File: src/rtl/syscall_ctrl.sv
// syscall_ctrl: stall-and-service engine for SYSCALL (print_string, print_char, exit).
// Latency: print_char finishes in 3 cycles; print_string takes 1 + per word (fetch wait + 1)
//          + one EMIT cycle per byte examined + 1 DONE cycle.
// Backpressure: mem_req/mem_addr held until mem_ack; cons_valid/cons_data held until cons_ready.
//
// Ports:
//   clk, rst_n                - clock, asynchronous active-low reset
//   syscall, vreg, areg       - decoder request level, $v0 service code, $a0 argument
//   mem_req/addr/rdata/ack    - word-aligned data-memory read port
//   cons_valid/data/ready     - byte-wide console output handshake
//   stall (combinational)     - freeze PC/pipeline while a service is in progress
//   done, err                 - one-cycle completion pulse, error flag alongside done
//   halt                      - sticky exit indication, cleared only by reset
module syscall_ctrl #(
  parameter int unsigned MAX_LEN = 256
) (
  input  logic        clk,
  input  logic        rst_n,
  input  logic        syscall,
  input  logic [31:0] vreg,
  input  logic [31:0] areg,
  output logic        mem_req,
  output logic [31:0] mem_addr,
  input  logic [31:0] mem_rdata,
  input  logic        mem_ack,
  output logic        cons_valid,
  output logic [7:0]  cons_data,
  input  logic        cons_ready,
  output logic        stall,
  output logic        done,
  output logic        halt,
  output logic        err
);

  // Byte counter must hold MAX_LEN itself; keep at least 9 bits.
  localparam int CW = ($clog2(MAX_LEN + 1) > 9) ? $clog2(MAX_LEN + 1) : 9;
  localparam logic [CW-1:0] MAX_CNT = CW'(MAX_LEN);

  localparam logic [2:0] S_IDLE  = 3'd0;
  localparam logic [2:0] S_CHAR  = 3'd1;
  localparam logic [2:0] S_FETCH = 3'd2;
  localparam logic [2:0] S_EMIT  = 3'd3;
  localparam logic [2:0] S_DONE  = 3'd4;
  localparam logic [2:0] S_HALT  = 3'd5;

  localparam logic [31:0] SVC_PRINT_STR  = 32'd4;
  localparam logic [31:0] SVC_EXIT       = 32'd10;
  localparam logic [31:0] SVC_PRINT_CHAR = 32'd11;

  logic [2:0]    state_q, state_d;
  // ptr_q doubles as the latched $a0: string pointer for print_string,
  // character in [7:0] for print_char.
  logic [31:0]   ptr_q, ptr_d;
  logic [CW-1:0] cnt_q, cnt_d;
  logic [31:0]   word_q, word_d;
  logic          eflag_q, eflag_d;

  logic          mem_req_q, mem_req_d;
  logic [31:0]   mem_addr_q, mem_addr_d;
  logic          cons_valid_q, cons_valid_d;
  logic [7:0]    cons_data_q, cons_data_d;
  logic          done_q, done_d;
  logic          err_q, err_d;
  logic          halt_q, halt_d;

  logic [7:0]    byte_cur;
  logic [7:0]    byte_nxt;

  // Big-endian byte lane select: offset 0 is the most significant byte.
  function automatic logic [7:0] pick_byte(input logic [31:0] w, input logic [1:0] sel);
    logic [7:0] b;
    case (sel)
      2'd0:    b = w[31:24];
      2'd1:    b = w[23:16];
      2'd2:    b = w[15:8];
      default: b = w[7:0];
    endcase
    return b;
  endfunction

  assign byte_cur = pick_byte(word_q, ptr_q[1:0]);

  // Next-state logic.
  always_comb begin
    state_d = state_q;
    ptr_d   = ptr_q;
    cnt_d   = cnt_q;
    word_d  = word_q;
    eflag_d = eflag_q;
    case (state_q)
      S_IDLE: begin
        if (syscall) begin
          ptr_d   = areg;
          cnt_d   = '0;
          eflag_d = 1'b0;
          case (vreg)
            SVC_PRINT_STR:  state_d = S_FETCH;
            SVC_PRINT_CHAR: state_d = S_CHAR;
            SVC_EXIT:       state_d = S_HALT;
            default: begin
              state_d = S_DONE;
              eflag_d = 1'b1;
            end
          endcase
        end
      end
      S_CHAR: begin
        if (cons_ready) state_d = S_DONE;
      end
      S_FETCH: begin
        if (mem_ack) begin
          word_d  = mem_rdata;
          state_d = S_EMIT;
        end
      end
      S_EMIT: begin
        // NUL check comes before the length check so that a string of exactly
        // MAX_LEN characters followed by NUL completes without error.
        if (byte_cur == 8'h00) begin
          state_d = S_DONE;
        end else if (cnt_q == MAX_CNT) begin
          state_d = S_DONE;
          eflag_d = 1'b1;
        end else if (cons_ready) begin
          ptr_d = ptr_q + 32'd1;
          cnt_d = cnt_q + CW'(1);
          if (ptr_d[1:0] == 2'b00) state_d = S_FETCH;
        end
      end
      S_DONE:  state_d = S_IDLE;
      S_HALT:  state_d = S_HALT;
      default: state_d = S_IDLE;
    endcase
  end

  // Outputs are registered: derive them from the state being entered so they
  // line up with that state in the following cycle.
  assign byte_nxt = pick_byte(word_d, ptr_d[1:0]);

  always_comb begin
    mem_req_d    = (state_d == S_FETCH);
    mem_addr_d   = mem_addr_q;
    cons_valid_d = 1'b0;
    cons_data_d  = cons_data_q;
    done_d       = (state_d == S_DONE);
    err_d        = (state_d == S_DONE) && eflag_d;
    halt_d       = (state_d == S_HALT);
    if (state_d == S_FETCH) mem_addr_d = {ptr_d[31:2], 2'b00};
    if (state_d == S_CHAR) begin
      cons_valid_d = 1'b1;
      cons_data_d  = ptr_d[7:0];
    end else if (state_d == S_EMIT) begin
      cons_valid_d = (byte_nxt != 8'h00) && (cnt_d != MAX_CNT);
      cons_data_d  = byte_nxt;
    end
  end

  always_ff @(posedge clk or negedge rst_n) begin
    if (!rst_n) begin
      state_q      <= S_IDLE;
      ptr_q        <= '0;
      cnt_q        <= '0;
      word_q       <= '0;
      eflag_q      <= 1'b0;
      mem_req_q    <= 1'b0;
      mem_addr_q   <= '0;
      cons_valid_q <= 1'b0;
      cons_data_q  <= '0;
      done_q       <= 1'b0;
      err_q        <= 1'b0;
      halt_q       <= 1'b0;
    end else begin
      state_q      <= state_d;
      ptr_q        <= ptr_d;
      cnt_q        <= cnt_d;
      word_q       <= word_d;
      eflag_q      <= eflag_d;
      mem_req_q    <= mem_req_d;
      mem_addr_q   <= mem_addr_d;
      cons_valid_q <= cons_valid_d;
      cons_data_q  <= cons_data_d;
      done_q       <= done_d;
      err_q        <= err_d;
      halt_q       <= halt_d;
    end
  end

  // Combinational so the SYSCALL decode cycle itself already freezes the PC.
  assign stall = ((state_q == S_IDLE) && syscall) ||
                 (state_q == S_CHAR) || (state_q == S_FETCH) ||
                 (state_q == S_EMIT) || (state_q == S_HALT);

  assign mem_req    = mem_req_q;
  assign mem_addr   = mem_addr_q;
  assign cons_valid = cons_valid_q;
  assign cons_data  = cons_data_q;
  assign done       = done_q;
  assign err        = err_q;
  assign halt       = halt_q;

endmodule

File: config.mk
export PLATFORM = sky130hd
export DESIGN_NAME = syscall_ctrl
export DESIGN_NICKNAME = d
export VERILOG_FILES = /design/src/rtl/syscall_ctrl.sv
export SDC_FILE = /design/constraint.sdc
export NUM_CORES = 1
export LEC_CHECK = 0
export ABC_AREA = 1
export ABC_CLOCK_PERIOD_IN_PS = 2700
export CAP_MARGIN = 15
export CORE_ASPECT_RATIO = 1.25
export CORE_UTILIZATION = 45
export DETAILED_ROUTE_END_ITERATION = 8
export PLACE_DENSITY_LB_ADDON = 0.15
export SLEW_MARGIN = 40
export SYNTH_ARGS = -nofsm -noshare
export SYNTH_HDL_FRONTEND = slang
export SYNTH_SLANG_ARGS = --single-unit
File: constraint.sdc
create_clock -name clk -period 2.7 [get_ports clk]
set_clock_uncertainty 0.05 [all_clocks]
set_input_delay 0.81 -clock clk [delete_from_list [all_inputs] [get_ports clk]]
set_output_delay 0.81 -clock clk [all_outputs]
set_load 0.005 [all_outputs]
==> flow_metrics.tcl <==
set metrics [dict create \
    status "completed" \
    rr_worst_depth 14 \
    grt_pass1_wl_mm 34.9 \
    ir_drop_v 0.000321 \
    clk_latency_ns 0.43 \
    fin_crit_sh_pct 96.2 \
    die_area_um2 16300 \
    cts_sinks 120 \
    pre_cts_ws_ns -0.346 \
    io_pins 147 \
    synth-seq-area-share_pct 42.3 \
    p_switching_mw 1.43 \
    p_sw_share_pct 29.5 \
    wl_per_cell_um 15.1 \
    clockPowerShare_pct 44.0 \
    p_leak_nw 4.57 \
    reg2reg_slack_ns 0.13 \
    max_slew.worst_pin.slew_ns 0.654 \
    grt_overflow_total 0 \
    via_per_inst 5.26 \
    netlist_instances 1014 \
    rows 51 \
    drt_pass1_iterations 6 \
    multi_input_area_um2 3680 \
    fin_nets 1321 \
    cp-end-kind "output pin" \
    synth_area_leaders "dfrtp_1 42%, nand2_1 21%, o21ai_0 5.1%" \
    cp-start-kind "flip-flop" \
    cts_made_buffers 17 \
    post-route-util_pct 64.1 \
    htreeDepth 4 \
    cp-endpoint "stall" \
    path_max_fanout 4 \
    hold_class "input port to asynchronous set/reset pin" \
    syn2layout_area_growth_pct 39.9 \
    internal_power_mw 3.42 \
    required_ns 1.84 \
    synth_ff_type "dfrtp_1" \
    dp_hpwl_mm 16.1 \
    num_vias 7566 \
    seq_area_um2 3000 \
    finalPower_mw 4.86 \
    clockBufferDepth 2 \
    critical_path.startpoint "state_q[0]" \
    globalplace.congestion 0.958 \
    slew_viol_final 0 \
    hold_ws_ns 0.427 \
    ys_seq_elements 120 \
    min_period_ns 2.60 \
    max_freq_ghz 0.385 \
    initial_core_util_pct 45.8 \
    cts_tree "done" \
    grtUsageTotal_pct 27.6 \
    worst_ep_arrival_time_ns 1.74 \
    setup_ws_ns 0.101 \
    path_class "flip-flop to output pin" \
    synth_top_area_share_pct 42.3 \
    drive_gt1_share_pct 13.3 \
    rr_endpoint "cons_valid" \
    seqPwrFrac_pct 39.8 \
    drtIter0Drc 592 \
    powerDensity_nw_per_um2 488 \
    coreArea_um2 15500 \
    async_flop_share_pct 100 \
    cts_root_buffer "clkbuf_16" \
    routed_wl_mm 21.7 \
    yosys.area.top_type "dfrtp_1" \
    synthDistinctLibCells 42 \
    antenna_found_initial 0 \
    p_comb_share_pct 16.1 \
    grt_pass1_vias 7181 \
    drv_cap 0 \
    synth_area_per_cell_um2 7.01 \
    hold_viol 0 \
    max_slew_margin_pct 56.4 \
    n_antenna_cell 0 \
    die_h_um 143 \
    yosysMostFrequentCell "nand2_1" \
    synth-edff-count 0 \
    ys_warn_count 0 \
    final-setup-viol-count 0 \
    fillerInstances 1399 \
    port_buffers 144 \
    ys_top_cells_by_count "392 x nand2_1, 120 x dfrtp_1, 82 x inv_1" \
    grt_max_degree 121 \
    drc 0 \
    worst_r2r_startpoint "word_q[1]" \
    synth.cell_area_um2 7110 \
    detail-route-antenna-nets 0 \
    die_x_um 114 \
    clk_pin_slew_ns 0.06 \
]
==> registers in the layout, summed over array words and instances, names as in the netlist, 3 cells and up <==
name	flops
state_q	3
cnt_q	9
ptr_q	32
cons_data	8
word_q	32
mem_addr	30
==> cell usage in the layout, fill, tap and decap left out, types with 2 or more instances in the layout <==
cell type        instances
xnor2_1                  4
inv_4                    2
inv_1                   79
o21ai_1                 12
a21oi_1                 19
clkinv_4                 3
buf_6                    2
nor2_2                   8
clkinvlp_4               4
inv_2                   14
o221ai_1                 7
nand3b_1                 2
clkdlybuf4s50_1        142
nor3_1                  23
nor4_2                   2
nor2_4                   4
nor4_1                   6
conb_1                   2
nand4_1                 17
buf_4                   66
ha_1                     6
buf_12                   6
nand3_1                 61
nand2_2                  8
nand2_1                390
dfrtp_1                120
clkbuf_16               17
o211ai_1                36
o21ai_0                 72
nor2_1                  56
nor3_2                   4
inv_6                    6
nor3_4                   3
xor2_1                   3
==> area by class of cell <==
cell class	count	area share, %
multi-input cells	761	37.0
flip-flops and latches	120	30.2
repair buffers	217	20.8
clock buffers	18	4.42
inverters	97	3.76
well taps	212	2.67
clock inverters	14	1.17
==> through the flow <==
stage / instances / area (um^2) / TNS, ns
after detailed placement: 1398 / 9180 / -13.64
after global routing: 1439 / 9940 / -0.0287
after floorplan: 1015 / 7110 / 0
after global placement: 1398 / 9180 / -13.21
final: 1439 / 9940 / 0
after CTS: 1430 / 9730 / 0
==> routing by layer <==
| layer | share of wire [%] | global-route usage (%) |
|---|---|---|
| met1 | 40 | 31.4 |
| met5 | 0 | 0 |
| met2 | 52 | 50.6 |
| met4 | 3.0 | 12.6 |
| met3 | 4.6 | 4.26 |
==> cells by family (layout without fill, tap and decap cells) <==
group                      after synthesis  after routing  share of synthesized area (%)
buffers and inverters                  136            346                           7.82
adders and majority gates                6              6                           1.06
and+or+nand+nor                        591            593                           35.2
xor gates and xnor gates                 7              7                          0.863
DFF                                    120            120                           42.3
AOI/OAI and AO/OA                      153            153                           12.7
other                                    1              2                         0.0528
==> what timing repair did <==
action / CTS / global route
hold buffers: 0 / 0
setup buffers: 0 / 7
setup endpoints to repair: 0 / 44
resized for setup: 0 / 38
==> critical path: stages, from the launching register on <==
cell and delay, ns:
dfrtp_1 0.43, inv_2 0.09, nor2_1 0.16, o22ai_1 0.09, inv_1 0.05, clkdlybuf4s50_1 0.50
==> worst min-delay path by stage <==
stage / endpoint / start / slack, ns
6_report: mem_addr[27] / rst_n / 0.43
2_1_floorplan: word_q[1] / word_q[1] / 0.42
3_3_place_gp: mem_addr[28] / mem_addr[28] / 0.41
5_1_grt: mem_addr[24] / mem_addr[24] / 0.45
3_5_place_dp: mem_addr[23] / mem_addr[23] / 0.42
4_1_cts: mem_addr[23] / mem_addr[23] / 0.43
==> power by group through the flow <==
stage               clock network [mW]  registers, mW  logic (mW)
global route                      2.23           1.94       0.868
CTS                               2.16           1.93       0.750
global placement                     0           1.96       0.737
finish                            2.14           1.93       0.784
floorplan                            0           1.95       0.374
detailed placement                   0           1.96       0.745
(Power assumes the default switching activity.)
